**src/rtl/song_reader_if.sv**
```systemverilog
// Bundles the mcu, song-ROM and note_player signals seen by song_reader.
// The slave modport is the song_reader view; master is the surrounding system.
interface song_reader_if #(
  parameter int IDX_W  = 5,
  parameter int NOTE_W = 6,
  parameter int DUR_W  = 6
);
  logic                    play;
  logic                    reset_player;
  logic [1:0]              song;
  logic                    song_done;
  logic [IDX_W+1:0]        rom_addr;
  logic [NOTE_W+DUR_W-1:0] rom_data;
  logic [NOTE_W-1:0]       note;
  logic [DUR_W-1:0]        duration;
  logic                    new_note;
  logic                    note_done;

  modport slave (
    input  play, reset_player, song, rom_data, note_done,
    output song_done, rom_addr, note, duration, new_note
  );

  modport master (
    output play, reset_player, song, rom_data, note_done,
    input  song_done, rom_addr, note, duration, new_note
  );
endinterface

```
**src/rtl/song_reader.sv**
```systemverilog
// Walks the selected song's notes in the song ROM and hands each one to
// note_player with a new_note/note_done handshake; pulses song_done at the end.
module song_reader #(
  parameter int IDX_W  = 5,
  parameter int NOTE_W = 6,
  parameter int DUR_W  = 6
) (
  input  logic             clk,
  input  logic             reset,
  song_reader_if.slave     bus,
  output logic [2:0]       o_dbg_state,
  output logic [IDX_W-1:0] o_dbg_idx
);
  // Handshake: new_note is a 1-cycle pulse with note/duration valid; the
  // reader then waits in WAIT_NOTE until note_done, which is ignored elsewhere.
  typedef enum logic [2:0] {
    ST_IDLE,
    ST_FETCH,
    ST_WAIT_ROM,
    ST_NEW_NOTE,
    ST_WAIT_NOTE,
    ST_DONE
  } state_t;

  localparam logic [IDX_W-1:0] LAST_IDX = '1;

  state_t              r_state;
  state_t              w_state_next;
  logic [IDX_W-1:0]    r_idx;
  logic [IDX_W-1:0]    w_idx_next;
  logic [IDX_W+1:0]    r_rom_addr;
  logic [NOTE_W-1:0]   r_note;
  logic [DUR_W-1:0]    r_duration;
  logic [DUR_W-1:0]    w_rom_dur;

  assign w_rom_dur = bus.rom_data[DUR_W-1:0];

  always_comb begin
    w_state_next = r_state;
    w_idx_next   = r_idx;
    if (bus.reset_player) begin
      w_state_next = ST_IDLE;
      w_idx_next   = '0;
    end else begin
      case (r_state)
        ST_IDLE:     if (bus.play) w_state_next = ST_FETCH;
        ST_FETCH:    w_state_next = ST_WAIT_ROM;
        // A zero duration is the end-of-song marker and is never issued.
        ST_WAIT_ROM: w_state_next = (w_rom_dur == '0) ? ST_DONE : ST_NEW_NOTE;
        ST_NEW_NOTE: w_state_next = ST_WAIT_NOTE;
        ST_WAIT_NOTE: begin
          if (bus.note_done) begin
            if (r_idx == LAST_IDX) begin
              w_state_next = ST_DONE;
            end else begin
              w_idx_next   = r_idx + 1'b1;
              w_state_next = bus.play ? ST_FETCH : ST_IDLE;
            end
          end
        end
        ST_DONE: begin
          w_idx_next   = '0;
          w_state_next = ST_IDLE;
        end
        default:     w_state_next = ST_IDLE;
      endcase
    end
  end

  always_ff @(posedge clk or negedge reset) begin
    if (!reset) begin
      r_state    <= ST_IDLE;
      r_idx      <= '0;
      r_rom_addr <= '0;
      r_note     <= '0;
      r_duration <= '0;
    end else begin
      r_state <= w_state_next;
      r_idx   <= w_idx_next;
      // Address only moves when a fetch starts, so an idle reader never reads.
      if (w_state_next == ST_FETCH) r_rom_addr <= {bus.song, w_idx_next};
      if (r_state == ST_WAIT_ROM) {r_note, r_duration} <= bus.rom_data;
    end
  end

  assign bus.rom_addr  = r_rom_addr;
  assign bus.note      = r_note;
  assign bus.duration  = r_duration;
  assign bus.new_note  = (r_state == ST_NEW_NOTE) && !bus.reset_player;
  assign bus.song_done = (r_state == ST_DONE) && !bus.reset_player;

  assign o_dbg_state = r_state;
  assign o_dbg_idx   = r_idx;
endmodule

```
**src/flat_wrapper.sv**
```systemverilog
// flat-port wrapper written by rule: the top's interface ports become plain ports
module song_reader_flat 
#(
  parameter int IDX_W  = 5,
  parameter int NOTE_W = 6,
  parameter int DUR_W  = 6
)
  (clk, reset, o_dbg_state, o_dbg_idx, bus_play, bus_reset_player, bus_song, bus_rom_data, bus_note_done, bus_song_done, bus_rom_addr, bus_note, bus_duration, bus_new_note);
  song_reader_if #(.IDX_W(IDX_W), .NOTE_W(NOTE_W), .DUR_W(DUR_W)) bus_i ();
  input  logic clk;
  input  logic reset;
  output logic [2:0] o_dbg_state;
  output logic [IDX_W-1:0] o_dbg_idx;
  input wire logic [$bits(bus_i.play)-1:0] bus_play;
  input wire logic [$bits(bus_i.reset_player)-1:0] bus_reset_player;
  input wire logic [$bits(bus_i.song)-1:0] bus_song;
  input wire logic [$bits(bus_i.rom_data)-1:0] bus_rom_data;
  input wire logic [$bits(bus_i.note_done)-1:0] bus_note_done;
  output wire logic [$bits(bus_i.song_done)-1:0] bus_song_done;
  output wire logic [$bits(bus_i.rom_addr)-1:0] bus_rom_addr;
  output wire logic [$bits(bus_i.note)-1:0] bus_note;
  output wire logic [$bits(bus_i.duration)-1:0] bus_duration;
  output wire logic [$bits(bus_i.new_note)-1:0] bus_new_note;
  assign bus_i.play = bus_play;
  assign bus_i.reset_player = bus_reset_player;
  assign bus_i.song = bus_song;
  assign bus_i.rom_data = bus_rom_data;
  assign bus_i.note_done = bus_note_done;
  assign bus_song_done = bus_i.song_done;
  assign bus_rom_addr = bus_i.rom_addr;
  assign bus_note = bus_i.note;
  assign bus_duration = bus_i.duration;
  assign bus_new_note = bus_i.new_note;
  song_reader #(.IDX_W(IDX_W), .NOTE_W(NOTE_W), .DUR_W(DUR_W)) u_core (.clk(clk), .reset(reset), .bus(bus_i), .o_dbg_state(o_dbg_state), .o_dbg_idx(o_dbg_idx));
endmodule
```
**config.mk**
```make
export PLATFORM = sky130hd
export DESIGN_NAME = song_reader_flat
export DESIGN_NICKNAME = d
export VERILOG_FILES = /design/src/rtl/song_reader_if.sv /design/src/rtl/song_reader.sv /design/src/flat_wrapper.sv
export SDC_FILE = /design/constraint.sdc
export NUM_CORES = 1
export LEC_CHECK = 0
export CORE_MARGIN = 5
export CORE_UTILIZATION = 40
export DETAILED_ROUTE_END_ITERATION = 10
export GPL_ROUTABILITY_DRIVEN = 0
export PLACE_DENSITY = 0.86
export SYNTH_ARGS = -nofsm -noshare
export SYNTH_HDL_FRONTEND = slang
export SYNTH_SLANG_ARGS = --single-unit
```
**constraint.sdc**
```tcl
create_clock -name clk -period 2.5 [get_ports clk]
set_input_delay 0.25 -clock clk [delete_from_list [all_inputs] [get_ports clk]]
set_output_delay 0.25 -clock clk [all_outputs]
set_load 0.005 [all_outputs]
```
==> results of run 1 <==
registers in the layout, summed over array words and instances, names as in the netlist:
| name | flops |
|---|---|
| u_core.bus.rom_addr | 7 |
| u_core.o_dbg_idx | 5 |
| u_core.bus.duration | 6 |
| u_core.o_dbg_state | 3 |
| u_core.bus.note | 6 |
final cells by class:
| type | instances | area [um^2] |
|---|---|---|
| inverter | 5 | 18.77 |
| clock buffer | 3 | 22.52 |
| timing repair buffer | 51 | 500.5 |
| tap | 33 | 41.29 |
| clock inverter | 1 | 7.507 |
| fill | 239 | 1212 |
| multi-input combinational | 66 | 524.3 |
| sequential | 27 | 675.6 |
worst min path at each step:
stage                                        from                                  to  depth (start not counted)
6_report                                    reset      u_core.bus.note[3]$_DFFE_PN0N_                          2
5_1_grt                                     reset  u_core.bus.rom_addr[0]$_DFFE_PN0N_                          2
4_1_cts                                     reset      u_core.bus.note[3]$_DFFE_PN0N_                          2
3_5_place_dp       u_core.bus.note[3]$_DFFE_PN0N_      u_core.bus.note[3]$_DFFE_PN0N_                          1
3_3_place_gp   u_core.bus.duration[2]$_DFFE_PN0N_  u_core.bus.duration[2]$_DFFE_PN0N_                          1
2_1_floorplan                               reset  u_core.bus.duration[0]$_DFFE_PN0N_                          0
report_power, final:
group / leakage [nW] / switching (mW) / internal, mW
Sequential: 0.347 / 0.0519 / 0.524
Clock: 0.0139 / 0.122 / 0.0609
Combinational: 0.370 / 0.106 / 0.251
cells in the final DEF (no fill, tap or decap), types with 2 or more instances in the layout:
master,count
inv_1,5
nand2b_1,3
clkbuf_4,3
buf_4,4
mux2i_1,3
nor2_1,8
mux2_2,17
a21oi_1,6
dfrtp_1,27
nand2_1,2
clkdlybuf4s50_1,47
nor2b_1,3
and2_1,2
nand4_1,3
routing by layer:
layer / up-vias / global-route usage [%] / part of all wire (%)
met4: 0 / 8.031 / 2.0
met3: 4 / 2.051 / 3.8
met5: - / 0 / 0
met1: 499 / 16.87 / 40
li1: 469 / - / -
met2: 24 / 26.17 / 54
kinds of logic after synthesis:
| group | count (synthesis) | synth area share (%) |
|---|---|---|
| compound gates | 16 | 9.046 |
| fa+ha+maj | 1 | 1.016 |
| buf+inv | 8 | 2.541 |
| flops | 27 | 54.88 |
| mux | 20 | 17.99 |
| simple gates | 29 | 14.53 |
critical path: cells and delay by family, from the launching register on:
| family | cells | cell delay, ps |
|---|---|---|
| muxes | 1 | 390 |
| adders and majority gates | 1 | 240 |
| DFF | 1 | 460 |
| and+or+nand+nor | 3 | 1040 |
per-stage QoR:
stage               area, um^2  hold WS (ps)  utilization [%]
floorplan                 1231        -45.59                -
CTS                       1790         283.5            59.62
global route              1790         296.5            59.62
detailed placement        1760         498.0            58.63
global placement          1760         490.8            58.63
finish                    1790         276.5            59.62
==> flow_summary.ini, run 1 <==
[global_routing]
grt_max_degree = 28
overflow = 0
grt_pass1_wl_um = 4919
antenna_found_initial = 0
gr-usage-all-layers_pct = 14.71
grt_pass1_vias = 1083

[clocking]
cts_tree = done
cts_max_path_buffers = 2
post_cts_buffers = 0
cts_hold_buf = 0
cts-resized-gates = 0
cts-root-buf = clkbuf_4
cts_max_level = 1
clkTransAtPathRegs_ps = 150
clock-sinks = 27
cts_buffers = 3
clkLatencyLatePin_ps = 310

[yosys]
synth_flop_cell = dfrtp_1
synth_cell_types = 32
synth_top_area_share_pct = 54.88
synth.most_common_cell = dfrtp_1
yosys_register_bits = 27
syn_avg_cell_area_um2 = 12.19
async_flop_share_pct = 100.0
yosysWarningCount = 0
syn_area_um2 = 1231
syn_inst = 101
synth_common_cells = dfrtp_1 (27), mux2_2 (17), nor2_1 (8)
synth_edf_count = 0
synth_fp_nets = 121
seq_area_frac_synth_pct = 54.88
synth.largest_area_cell = dfrtp_1
synth_area_leaders = dfrtp_1 (55%), mux2_2 (16%), a21oi_1 (2.4%), mux2i_1 (2.4%), nor2_1 (2.4%)

[worst_setup_path]
r2r-start = u_core.o_dbg_idx[0]$_DFF_PN0_
reg2reg_slack_ps = 270
required_ps = 2720
cp-startpoint = u_core.o_dbg_idx[0]$_DFF_PN0_
crit_arrival_ps = 2460
cp_slowest_cell = nor4_4
reg2reg_to = u_core.bus.rom_addr[6]$_DFFE_PN0N_
cp_max_fo = 7
cp-start-kind = flop
critical_path.max_stage_delay_ps = 520
critPathCaptureType = flop
criticalPathCategory = reg -> reg
path_cells = ha_1 > nand4_1 > nor2b_1 > nor4_4 > mux2_2
reg2reg_depth = 5
endpoint = u_core.bus.rom_addr[6]$_DFFE_PN0N_

[timing]
tns_ps = 0
rsz0062_at_grt = no
final-hold-violation-count = 0
maxSlewViolCount = 0
setup_viol = 0
slew_headroom_pct = 64.46
worstMarginPinSlew_ps = 529.2
layout_min_cycle_time_ps = 2234
fin_ws_ps = 266.3
finalCritPeriodShare_pct = 89.35
max_freq_mhz = 447.7
fin_skew_ps = 10.70

[placement]
dp_hpwl_um = 2358
port_buffers = 47
place_ws_ps = 272.6
placed_cells = 182

[drt]
ant_nets = 0
detail_route.wl_per_cell_um = 16.01
vias = 996
drt_iter0_drc = 50
dr.pass1.iters = 5
wl_um = 2978
drt-vias-per-instance = 5.355
drc_errors = 0

[floorplanning]
core_area_um2 = 3003
die_area_um2 = 4288
start_util_pct = 41.00
dieHeight_um = 65.48
ios = 48
rows = 20
fp.dieW_um = 65.48

[power]
vdd_ir_drop_max_mv = 0.4078
leakagePower_nw = 0.7310
power_mw = 1.115
power_density_nw_per_um2 = 622.8

[flow_run]
drv_cap = 0

[cells_and_area]
fin_nets = 174
areaGrowthSynthToFinish_pct = 45.43
drive_gt1_share_pct = 17.65
final_cell_count_no_fill = 186
antennaDiodeCount = 0

[min_path]
min_path_type = in -> async

[status]
status = finished, final reports clean
No activity file was read; power rests on OpenSTA's default activity.
==> inputs of run 2 (changes only) <==
Settings changed: HOLD_SLACK_MARGIN set to 0.08.
==> results of run 2 <==
Same layout as run 1: the final DEF is identical, and so are final timing and power.
==> inputs of run 3 (changes only) <==
Settings changed: CORE_ASPECT_RATIO set to 1.5, CORE_UTILIZATION 40 to 43, PLACE_DENSITY 0.86 to 0.91.
==> run 3 against run 2 <==
Compared with the run above:
- global-route usage grew 0.34 points
- final area grew 1.2%
- clock power grew 27%
- critical path depth is the same
- via count grew 0.10%
- register-to-register slack gained 20 ps
- first-iteration DRC count shrank 54%
- fmax grew 0.72%
- critical endpoint is now u_core.bus.rom_addr[3]$_DFFE_PN0N_
- largest power group unchanged
==> flow_summary.ini, run 3 (same netlist as run 1, synthesis figures left out) <==
[global_routing]
antenna_found_initial = 0
overflow = 0
gr-usage-all-layers_pct = 15.04
grt_pass1_vias = 985
met3_usage_pct = 1.957
grt_use_met1_pct = 18.12
grt_pass1_wl_um = 4554
busiest_layer = met2
grt_max_degree = 28
use_met2_pct = 27.76

[worst_setup_path]
crit_arrival_ps = 2370
required_ps = 2650
path_cells = ha_1 > nand4_1 > nor2b_1 > nor4_4 > mux2_2
cp_top_family = simple AND/OR/NAND/NOR gates
cp-start-kind = flop
critPathCaptureType = flop
worst-path-buf-inv = 0
cp-startpoint = u_core.o_dbg_idx[0]$_DFF_PN0_
critical_path.max_stage_delay_ps = 520
criticalPathCategory = reg -> reg
cp_slowest_cell = nor4_4
cp_max_fo = 7
r2r-start = u_core.o_dbg_idx[0]$_DFF_PN0_

[power]
power_mw = 1.163
vdd_ir_drop_max_mv = 0.5250
power_density_nw_per_um2 = 642.2
leakagePower_nw = 0.7426

[cells_and_area]
drive_gt1_share_pct = 17.65
areaGrowthSynthToFinish_pct = 47.15
fin_nets = 174
antennaDiodeCount = 0
largest_register_ffs = 7
final_common_cell = clkdlybuf4s50_1
final_cell_count_no_fill = 190
final_cell_mix = clkdlybuf4s50_1 (47), dfrtp_1 (27), mux2_2 (17), nor2_1 (8), a21oi_1 (6)
fillers = 218

[clocking]
cts_buffers = 3
cts_max_level = 1
cts_tree = done
cts_hold_buf = 0
cts-root-buf = clkbuf_8
clock-sinks = 27
cts-resized-gates = 0
post_cts_buffers = 0
clkLatencyLatePin_ps = 260
clkTransAtPathRegs_ps = 90
cts_max_path_buffers = 2

[timing]
tns_ps = 0
max_freq_mhz = 450.9
final-hold-violation-count = 0
maxSlewViolCount = 0
finalCritPeriodShare_pct = 88.71
worstMarginPinSlew_ps = 526.8
fin_skew_ps = 2.313
layout_min_cycle_time_ps = 2218
rsz0062_at_grt = no
setup_viol = 0
slew_headroom_pct = 64.62

[drt]
drt-vias-per-instance = 5.247
drc_errors = 0
vias = 997
detail_route.wl_per_cell_um = 15.05
drt_iter0_drc = 23
wl_um = 2860
ant_nets = 0
dr.pass1.iters = 6

[min_path]
min_path_type = in -> async

[floorplanning]
start_util_pct = 45.51
rows = 23
fp.dieW_um = 53.69
dieHeight_um = 75.54
core_area_um2 = 2705
die_area_um2 = 4055
ios = 48

[placement]
port_buffers = 47
placed_cells = 186
dp_hpwl_um = 2319

[flow_run]
drv_cap = 0

[status]
status = finished, final reports clean
run 3: worst paths after layout:
check | slack (ps) | end | depth (start not counted)
min in group clk | 510 | u_core.bus.duration[2]$_DFFE_PN0N_ | 1
max | 280 | u_core.bus.rom_addr[3]$_DFFE_PN0N_ | 5
min reg2reg | 510 | u_core.bus.duration[2]$_DFFE_PN0N_ | 1
max in group asynchronous | 1900 | u_core.bus.rom_addr[4]$_DFFE_PN0N_ | 2
max reg2reg | 280 | u_core.bus.rom_addr[3]$_DFFE_PN0N_ | 5
min | 340 | u_core.bus.note[0]$_DFFE_PN0N_ | 2
run 3: where the power goes:
part           total, mW  internal, mW  switching [mW]
registers          0.572         0.524          0.0476
clock network      0.233         0.111           0.121
logic              0.359         0.251           0.108
total               1.16         0.886           0.277
run 3: per-layer routing:
metal	vias up	wire [um]	share of wire, %
met5	-	0	0
li1	471	-	-
met1	500	1096	38
met3	0	132	4.6
met4	0	0	0
met2	26	1630	57
run 3: worst reg2reg max path: stages, from the launching register on:
cell,delay (ps)
dfrtp_1,430
ha_1,250
nand4_1,250
nor2b_1,260
nor4_4,520
mux2_2,400
run 3: per-stage QoR:
stage / setup slack, ps / util (%) / instance area, um^2 / hold WS (ps)
global placement: 328.0 / 65.26 / 1765 / 489.5
floorplan: 551.5 / - / 1231 / -45.59
detailed placement: 253.4 / 65.26 / 1765 / 499.3
CTS: 299.2 / 66.98 / 1812 / 352.7
finish: 282.2 / 66.98 / 1812 / 344.9
global route: 183.5 / 66.98 / 1812 / 378.1
run 3: layout make-up:
cell class	instances	area (um^2)	area share, %
Clock buffer	3	41.29	2.279
Sequential cell	27	675.6	37.29
Tap cell	37	46.29	2.555
Inverter	5	18.77	1.036
Timing Repair Buffer	51	500.5	27.62
Clock inverter	1	5.005	0.2762
Multi-Input combinational cell	66	524.3	28.94
